[src/rtl/bht_updater.sv]
// bht_updater: training side of the branch history table.
//
// Resolved-branch reports from execute are buffered in a small FIFO and
// processed one at a time. A shadow tag array plus a 2-bit hysteresis
// counter per BHT index decide when the BHT entry is (re)written, so that
// a BHT hit means "predict taken". A flush request sweeps the whole BHT
// to the INVALID (all-ones) tag.
//
// Ports:
//   clk_in          clock (BHT samples writes on the falling edge)
//   rst_n_in        asynchronous active-low reset
//   res_valid_in    resolved branch report valid
//   res_ready_out   updater accepts a report this cycle
//   res_pc_in       PC of the resolved branch
//   res_taken_in    branch outcome (1 = taken)
//   flush_in        single-cycle pulse: invalidate the whole BHT
//   bht_write_out   BHT write strobe (registered)
//   bht_index_out   BHT write index (registered, holds between writes)
//   bht_tag_out     BHT write tag (registered, holds between writes)
//   busy_out        FIFO non-empty or FSM not idle
//   dbg_state_out   current FSM state (IDLE=0, LOAD=1, COMMIT=2, FLUSH=3)
//
// Handshake: a report transfers on a rising edge where res_valid_in and
// res_ready_out are both high; res_pc_in/res_taken_in are sampled only
// then. res_ready_out depends on FIFO-full (not on a same-cycle pop), the
// FLUSH state and flush_in, never on res_valid_in.
module bht_updater #(
  parameter int TAG   = 27,
  parameter int PC    = 32,
  parameter int DEPTH = 4
) (
  input  logic              clk_in,
  input  logic              rst_n_in,
  input  logic              res_valid_in,
  output logic              res_ready_out,
  input  logic [PC-1:0]     res_pc_in,
  input  logic              res_taken_in,
  input  logic              flush_in,
  output logic              bht_write_out,
  output logic [PC-TAG-1:0] bht_index_out,
  output logic [TAG-1:0]    bht_tag_out,
  output logic              busy_out,
  output logic [1:0]        dbg_state_out
);

  localparam int IW      = PC - TAG;
  localparam int ENTRIES = 1 << IW;
  localparam int PW      = $clog2(DEPTH);
  localparam logic [TAG-1:0] INVALID  = '1;
  localparam logic [IW-1:0]  LAST_IDX = '1;
  localparam logic [IW-1:0]  IDX_ONE  = 1;
  localparam logic [PW:0]    PTR_ONE  = 1;

  typedef enum logic [1:0] {IDLE = 2'd0, LOAD = 2'd1, COMMIT = 2'd2, FLUSH = 2'd3} state_e;
  state_e state_q, state_d;

  // Resolution FIFO: pointers carry one extra wrap bit to tell full from empty.
  logic [PC-1:0]    fifo_pc_q [DEPTH];
  logic [DEPTH-1:0] fifo_tk_q;
  logic [PW:0]      wr_ptr_q, rd_ptr_q;
  logic             fifo_empty, fifo_full, push, pop, fifo_clr;
  logic [PC-1:0]    head_pc;

  // Report being processed.
  logic [IW-1:0]  wk_idx_q;
  logic [TAG-1:0] wk_tag_q;
  logic           wk_taken_q;

  // Shadow of the BHT plus hysteresis counters.
  logic [TAG-1:0] shadow_q [ENTRIES];
  logic [1:0]     ctr_q    [ENTRIES];

  // Update decided in LOAD, applied to the shadow arrays in COMMIT.
  logic           cm_upd_q, cm_upd_d;
  logic [1:0]     cm_ctr_q, cm_ctr_d;
  logic [TAG-1:0] cm_tag_q, cm_tag_d;
  logic           wr_req;
  logic [TAG-1:0] wr_tag;
  logic [TAG-1:0] sh_tag;
  logic [1:0]     old_ctr;

  logic [IW-1:0]  sweep_q, sweep_d;
  logic           pend_q, pend_d;
  logic           bw_q, bw_d;
  logic [IW-1:0]  bi_q, bi_d;
  logic [TAG-1:0] bt_q, bt_d;

  assign fifo_empty    = (wr_ptr_q == rd_ptr_q);
  assign fifo_full     = (wr_ptr_q[PW] != rd_ptr_q[PW]) &&
                         (wr_ptr_q[PW-1:0] == rd_ptr_q[PW-1:0]);
  assign head_pc       = fifo_pc_q[rd_ptr_q[PW-1:0]];
  assign res_ready_out = !fifo_full && (state_q != FLUSH) && !flush_in;
  assign push          = res_valid_in && res_ready_out;
  assign busy_out      = !fifo_empty || (state_q != IDLE);
  assign dbg_state_out = state_q;
  assign bht_write_out = bw_q;
  assign bht_index_out = bi_q;
  assign bht_tag_out   = bt_q;

  always_ff @(posedge clk_in or negedge rst_n_in) begin
    if (!rst_n_in) begin
      wr_ptr_q <= '0;
      rd_ptr_q <= '0;
    end else if (fifo_clr) begin
      wr_ptr_q <= '0;
      rd_ptr_q <= '0;
    end else begin
      if (push) wr_ptr_q <= wr_ptr_q + PTR_ONE;
      if (pop)  rd_ptr_q <= rd_ptr_q + PTR_ONE;
    end
  end

  // FIFO payload needs no reset; the pointers define what is valid.
  always_ff @(posedge clk_in) begin
    if (push) begin
      fifo_pc_q[wr_ptr_q[PW-1:0]] <= res_pc_in;
      fifo_tk_q[wr_ptr_q[PW-1:0]] <= res_taken_in;
    end
  end

  always_ff @(posedge clk_in or negedge rst_n_in) begin
    if (!rst_n_in) begin
      wk_idx_q   <= '0;
      wk_tag_q   <= '0;
      wk_taken_q <= 1'b0;
    end else if (pop) begin
      wk_idx_q   <= head_pc[IW-1:0];
      wk_tag_q   <= head_pc[PC-1:IW];
      wk_taken_q <= fifo_tk_q[rd_ptr_q[PW-1:0]];
    end
  end

  // Training rules. The write decision is made in LOAD and registered so the
  // strobe is visible during COMMIT, when the BHT samples it on the falling edge.
  assign sh_tag  = shadow_q[wk_idx_q];
  assign old_ctr = ctr_q[wk_idx_q];

  always_comb begin
    cm_upd_d = 1'b0;
    cm_ctr_d = old_ctr;
    cm_tag_d = sh_tag;
    wr_req   = 1'b0;
    wr_tag   = wk_tag_q;
    // An all-ones tag would alias the empty encoding; such branches are ignored.
    if (wk_tag_q != INVALID) begin
      if (sh_tag == wk_tag_q) begin
        cm_upd_d = 1'b1;
        if (wk_taken_q) begin
          cm_ctr_d = (old_ctr == 2'd3) ? 2'd3 : old_ctr + 2'd1;
          wr_req   = (old_ctr == 2'd1);
        end else begin
          cm_ctr_d = (old_ctr == 2'd0) ? 2'd0 : old_ctr - 2'd1;
          wr_req   = (old_ctr == 2'd2);
          wr_tag   = INVALID;
        end
      end else if (wk_taken_q) begin
        cm_upd_d = 1'b1;
        cm_tag_d = wk_tag_q;
        cm_ctr_d = 2'd2;
        wr_req   = 1'b1;
      end
    end
  end

  always_ff @(posedge clk_in or negedge rst_n_in) begin
    if (!rst_n_in) begin
      cm_upd_q <= 1'b0;
      cm_ctr_q <= '0;
      cm_tag_q <= '0;
    end else if (state_q == LOAD) begin
      cm_upd_q <= cm_upd_d;
      cm_ctr_q <= cm_ctr_d;
      cm_tag_q <= cm_tag_d;
    end
  end

  always_ff @(posedge clk_in or negedge rst_n_in) begin
    if (!rst_n_in) begin
      for (int i = 0; i < ENTRIES; i++) begin
        shadow_q[i] <= INVALID;
        ctr_q[i]    <= '0;
      end
    end else if (state_q == FLUSH) begin
      shadow_q[sweep_q] <= INVALID;
      ctr_q[sweep_q]    <= '0;
    end else if ((state_q == COMMIT) && cm_upd_q) begin
      shadow_q[wk_idx_q] <= cm_tag_q;
      ctr_q[wk_idx_q]    <= cm_ctr_q;
    end
  end

  always_ff @(posedge clk_in or negedge rst_n_in) begin
    if (!rst_n_in) begin
      state_q <= IDLE;
      sweep_q <= '0;
      pend_q  <= 1'b0;
      bw_q    <= 1'b0;
      bi_q    <= '0;
      bt_q    <= '0;
    end else begin
      state_q <= state_d;
      sweep_q <= sweep_d;
      pend_q  <= pend_d;
      bw_q    <= bw_d;
      bi_q    <= bi_d;
      bt_q    <= bt_d;
    end
  end

  always_comb begin
    state_d  = state_q;
    sweep_d  = sweep_q;
    pend_d   = pend_q;
    bw_d     = 1'b0;
    bi_d     = bi_q;
    bt_d     = bt_q;
    pop      = 1'b0;
    fifo_clr = 1'b0;
    case (state_q)
      IDLE: begin
        // A flush (fresh or held over from LOAD/COMMIT) beats a pop and
        // discards every queued report.
        if (flush_in || pend_q) begin
          state_d  = FLUSH;
          fifo_clr = 1'b1;
          pend_d   = 1'b0;
          sweep_d  = '0;
          bw_d     = 1'b1;
          bi_d     = '0;
          bt_d     = INVALID;
        end else if (!fifo_empty) begin
          pop     = 1'b1;
          state_d = LOAD;
        end
      end
      LOAD: begin
        if (flush_in) pend_d = 1'b1;
        state_d = COMMIT;
        bw_d    = wr_req;
        if (wr_req) begin
          bi_d = wk_idx_q;
          bt_d = wr_tag;
        end
      end
      COMMIT: begin
        if (flush_in) pend_d = 1'b1;
        state_d = IDLE;
      end
      FLUSH: begin
        // sweep_q is the index being written this cycle; the next one is
        // prepared for the following cycle.
        if (sweep_q == LAST_IDX) begin
          state_d = IDLE;
        end else begin
          sweep_d = sweep_q + IDX_ONE;
          bw_d    = 1'b1;
          bi_d    = sweep_q + IDX_ONE;
          bt_d    = INVALID;
        end
      end
      default: state_d = IDLE;
    endcase
  end

endmodule

[config.mk]
export PLATFORM = sky130hd
export DESIGN_NAME = bht_updater
export DESIGN_NICKNAME = d
export VERILOG_FILES = /design/src/rtl/bht_updater.sv
export SDC_FILE = /design/constraint.sdc
export NUM_CORES = 2
export LEC_CHECK = 0
export CORE_MARGIN = 2
export CORE_UTILIZATION = 30
export DETAILED_ROUTE_END_ITERATION = 8
export PLACE_DENSITY = 0.45
export REMOVE_ABC_BUFFERS = 1
export SLEW_MARGIN = 20
export SYNTH_ARGS = -nofsm -noshare
export SYNTH_HDL_FRONTEND = slang
export SYNTH_SLANG_ARGS = --single-unit
[constraint.sdc]
create_clock -name clk_in -period 3.61 [get_ports clk_in]
set_input_delay 0.722 -clock clk_in [delete_from_list [all_inputs] [get_ports clk_in]]
set_output_delay 0.722 -clock clk_in [all_outputs]
set_load 0.02 [all_outputs]
==> out/qor.csv <==
stage,metric,value,unit
global_routing,antenna violations before repair,5,
drt,via-per-instance ratio,5.703,
place,gpl congestion,0.8468,
clocking,CTS Hold Bufs,0,
cells_and_area,Area Growth Syn to Fin,26.66,%
clocking,clock sink count,1170,
sta,Hold Worst Slack,297.5,ps
synthesis,sequential cell area fraction in the yosys report,60.22,%
floorplan,num rows,152,
floorplan,Die Footprint,0.1750,mm2
global_routing,vias in the first global route,38510,
synthesis,Post-synth ARST share,88.72,%
synthesis,"Top FF cell, synth",dfstp_2,
sta,Worst-Margin Slew,1107,ps
global_routing,total gr overflow,0,
global_routing,first-pass GRT wire length,300.1,mm
sta,final setup violation count,63,
place,PortBufs,73,
sta,min Tclk post-route,4514,ps
place,Placed Instance Area,0.05856,mm2
synthesis,Mean Syn Cell Area,13.32,um2
cells_and_area,"commonest non-fill, non-tap cells in the layout","o22a_1, dfstp_2, buf_4, mux2i_1, o22ai_1",
clocking,CTS tree,yes,
synthesis,Yosys cell types,57,
clocking,number of CTS-inserted buffers,138,
cells_and_area,post-route cell area,0.06525,mm2
critical_path,Worst setup EP type,register,
critical_path,kind of critical path,reg -> reg,
floorplan,Die Height,418.4,um
floorplan,Core Area,0.1712,mm2
critical_path,CP Data Arrival Time,5240,ps
clocking,Worst-Skew Late Latency,800,ps
status,failing checks,setup timing,
cells_and_area,layout cells sized above 1,45.41,%
sta,clk_skew,31.50,ps
clocking,Root Driver,clkbuf_16,
floorplan,width of the chip,418.4,um
run,count of maximum capacitance violations,0,
drt,Via Count,37290,
cells_and_area,"commonest non-fill, non-tap cell in the layout",o22a_1,
drt,WL/cell,32.20,um
synthesis,number of synthesized flops with an enable pin,132,
global_routing,GRT Resource Usage Total,23.87,%
drt,drt drc,0,
hold_path,Min-Delay Path Class,in -> async,
sta,PnR worst setup slack,-904.0,ps
sta,fin crit share,125.0,%
clocking,CTS H-Tree Depth,4,
synthesis,cell count after synthesis,3867,
global_routing,pin count of the biggest net entering global routing,97,
clocking,clk buf depth,3,
critical_path,Startpoint Class,register,
pwr,leakage,25.78,nW
sta,fmax,0.2215,GHz
pwr,pwr/cell area,793.4,mW/mm2
critical_path,FF-to-FF Start,wk_idx_q[3],
critical_path,worst-path fanout max,10,
floorplan,Starting Density,30.10,%
synthesis,yosys warns,0,
clocking,"Clk pin slew, worst setup/hold paths",60,ps
critical_path,crit path capture,bht_tag_out[18],
floorplan,I/O pins,74,
critical_path,worst endpoint required time,4340,ps
cells_and_area,"Net count, final",4244,
synthesis,synthesized area,0.05151,mm2
critical_path,Worst setup startpoint,wk_idx_q[3],
critical_path,path depth of the worst reg2reg path,17,
drt,total wire length,210.5,mm
sta,Hold Fails Final Rpt,0,
cells_and_area,fillers,16290,
sta,RSZ-0062 raised after global routing,yes,
pwr,worst vdd ir,448.7,uV
drt,DRT Pass-1 Iters,7,
sta,fin. max-slew vios,0,
synthesis,post-synthesis register bit count,1170,
status,run status,finished with violations,
critical_path,R2R Setup Slk,-900,ps
critical_path,worst reg2reg endpoint,bht_tag_out[18],
place,HPWL Detailed,130.2,mm
drt,"antenna viol nets, final",0,
sta,Max-slew headroom,26.21,%
drt,DRT iter0 DRCs,2963,
-- metrics by stage --
| stage | util [%] | TNS (ps) | power [mW] | setup WS (ps) | instances |
|---|---|---|---|---|---|
| floorplan | - | - | 26.09 | -14850 | 3422 |
| global placement | 34.18 | -99080 | 35.16 | -1712 | 6219 |
| detailed placement | 34.21 | -103550 | 35.28 | -1786 | 6219 |
| CTS | 37.76 | -44610 | 51.26 | -831.6 | 6514 |
| global route | 38.11 | -49470 | 53.81 | -883.6 | 6534 |
| finish | 38.12 | -50610 | 51.77 | -904.0 | 6538 |
-- registers in the layout, indices dropped and copies added (netlist names) --
name	flops
wk_idx_q	5
ctr_q	64
wr_ptr_q	3
wk_tag_q	27
cm_tag_q	27
fifo_pc_q	128
dbg_state_out	2
cm_ctr_q	2
sweep_q	5
fifo_tk_q	4
bht_write_out	1
cm_upd_q	1
bht_index_out	5
wk_taken_q	1
pend_q	1
bht_tag_out	27
rd_ptr_q	3
shadow_q	864
-- worst min-delay path by stage --
stage                       endpoint  slack, ps
detailed placement      cm_tag_q[26]        470
finish                 shadow_q[500]        300
global route           shadow_q[500]        330
global placement        cm_tag_q[26]        470
CTS                    shadow_q[796]        290
floorplan           bht_index_out[0]        430
-- synthesized netlist by cell type, drive strengths merged (2+ instances only) --
master,count,area share (%)
o22ai,284,3.5
mux2i,439,8.5
nor2,48,0.35
or2,4,0.049
clkbuf,282,2.1
ha,15,0.36
or3,3,0.036
o221a,2,0.044
a21oi,30,0.29
mux4,51,2.2
or4,2,0.029
nor3b,2,0.029
and3,54,0.67
edfxtp,132,7.7
buf,163,1.6
nand4b,4,0.12
o31ai,25,0.36
nand4bb,6,0.13
or4b,4,0.085
and2,3,0.036
nor4,67,0.83
a22oi,3,0.044
nor2b,3,0.036
dfrtp,174,8.5
nand3b,4,0.058
dfstp,864,44
nand4,10,0.13
xnor2,7,0.12
a211oi,4,0.078
a31oi,2,0.024
nor3,10,0.097
inv,84,0.61
o211ai,2,0.039
a2bb2oi,2,0.034
nand3,11,0.12
o22a,893,15
xor2,5,0.085
nand2b,2,0.024
mux2,32,0.70
nand2,85,0.62
o21ai,45,0.44
-- timing repair --
action | CTS | global route
cloned | 7 | 5
endpoints found under the setup margin | 63 | 64
resized for setup | 171 | 75
buffers inserted | 41 | 17
endpoints found under the hold margin | 0 | 0
pin swaps | 36 | 23
-- layer usage --
layer	GRT usage, %	part of all wire (%)	vias to the layer above
met5	0	0.0052	-
met4	7.991	3.3	2
met3	3.951	5.6	369
met2	37.66	46	1264
met1	33.24	45	20040
li1	-	-	15610
-- area by class of cell --
cell class,instances,area (um2),area share (%)
flip-flops and latches,1170,31040,47.57
well taps,2233,2794,4.282
inverters,85,319.1,0.4890
clock inverters,44,421.7,0.6462
multi-input cells,2167,20060,30.75
diodes,4,10.01,0.01534
repair buffers,630,6566,10.06
clock buffers,205,4036,6.186
-- report_power, final --
group	switching (mW)	leakage, nW	internal, mW
Sequential	2.20	12.5	16.7
Clock	5.89	2.19	8.01
Combinational	10.3	11.1	8.61
Total	18.4	25.8	33.3
-- worst max-delay path, stage by stage (launching register included) --
cell and delay (ps):
dfrtp_1 410, buf_12 150, nand4bb_2 270, buf_12 180, buf_4 190, o22ai_1 570, nor4_4 140, and3_1 210
nor4_2 290, buf_4 170, nand4_1 280, or4_4 590, o211ai_4 240, buf_6 130, buf_6 90, or2_4 190
clkbuf_16 180, o22a_1 130
-- kinds of logic (layout without fill, tap and decap cells) --
kind of cell,count (synthesis),after routing,share of synthesized area (%)
AOI/OAI and AO/OA,1295,1295,20.06
xor gates and xnor gates,12,12,0.2040
adders and majority gates,15,15,0.3643
buffers and inverters,530,964,4.241
DFF,1170,1170,60.22
muxes,522,522,11.46
other,0,4,0
and+or+nand+nor,323,323,3.456
Note: power is estimated with default switching activity, not from simulation.
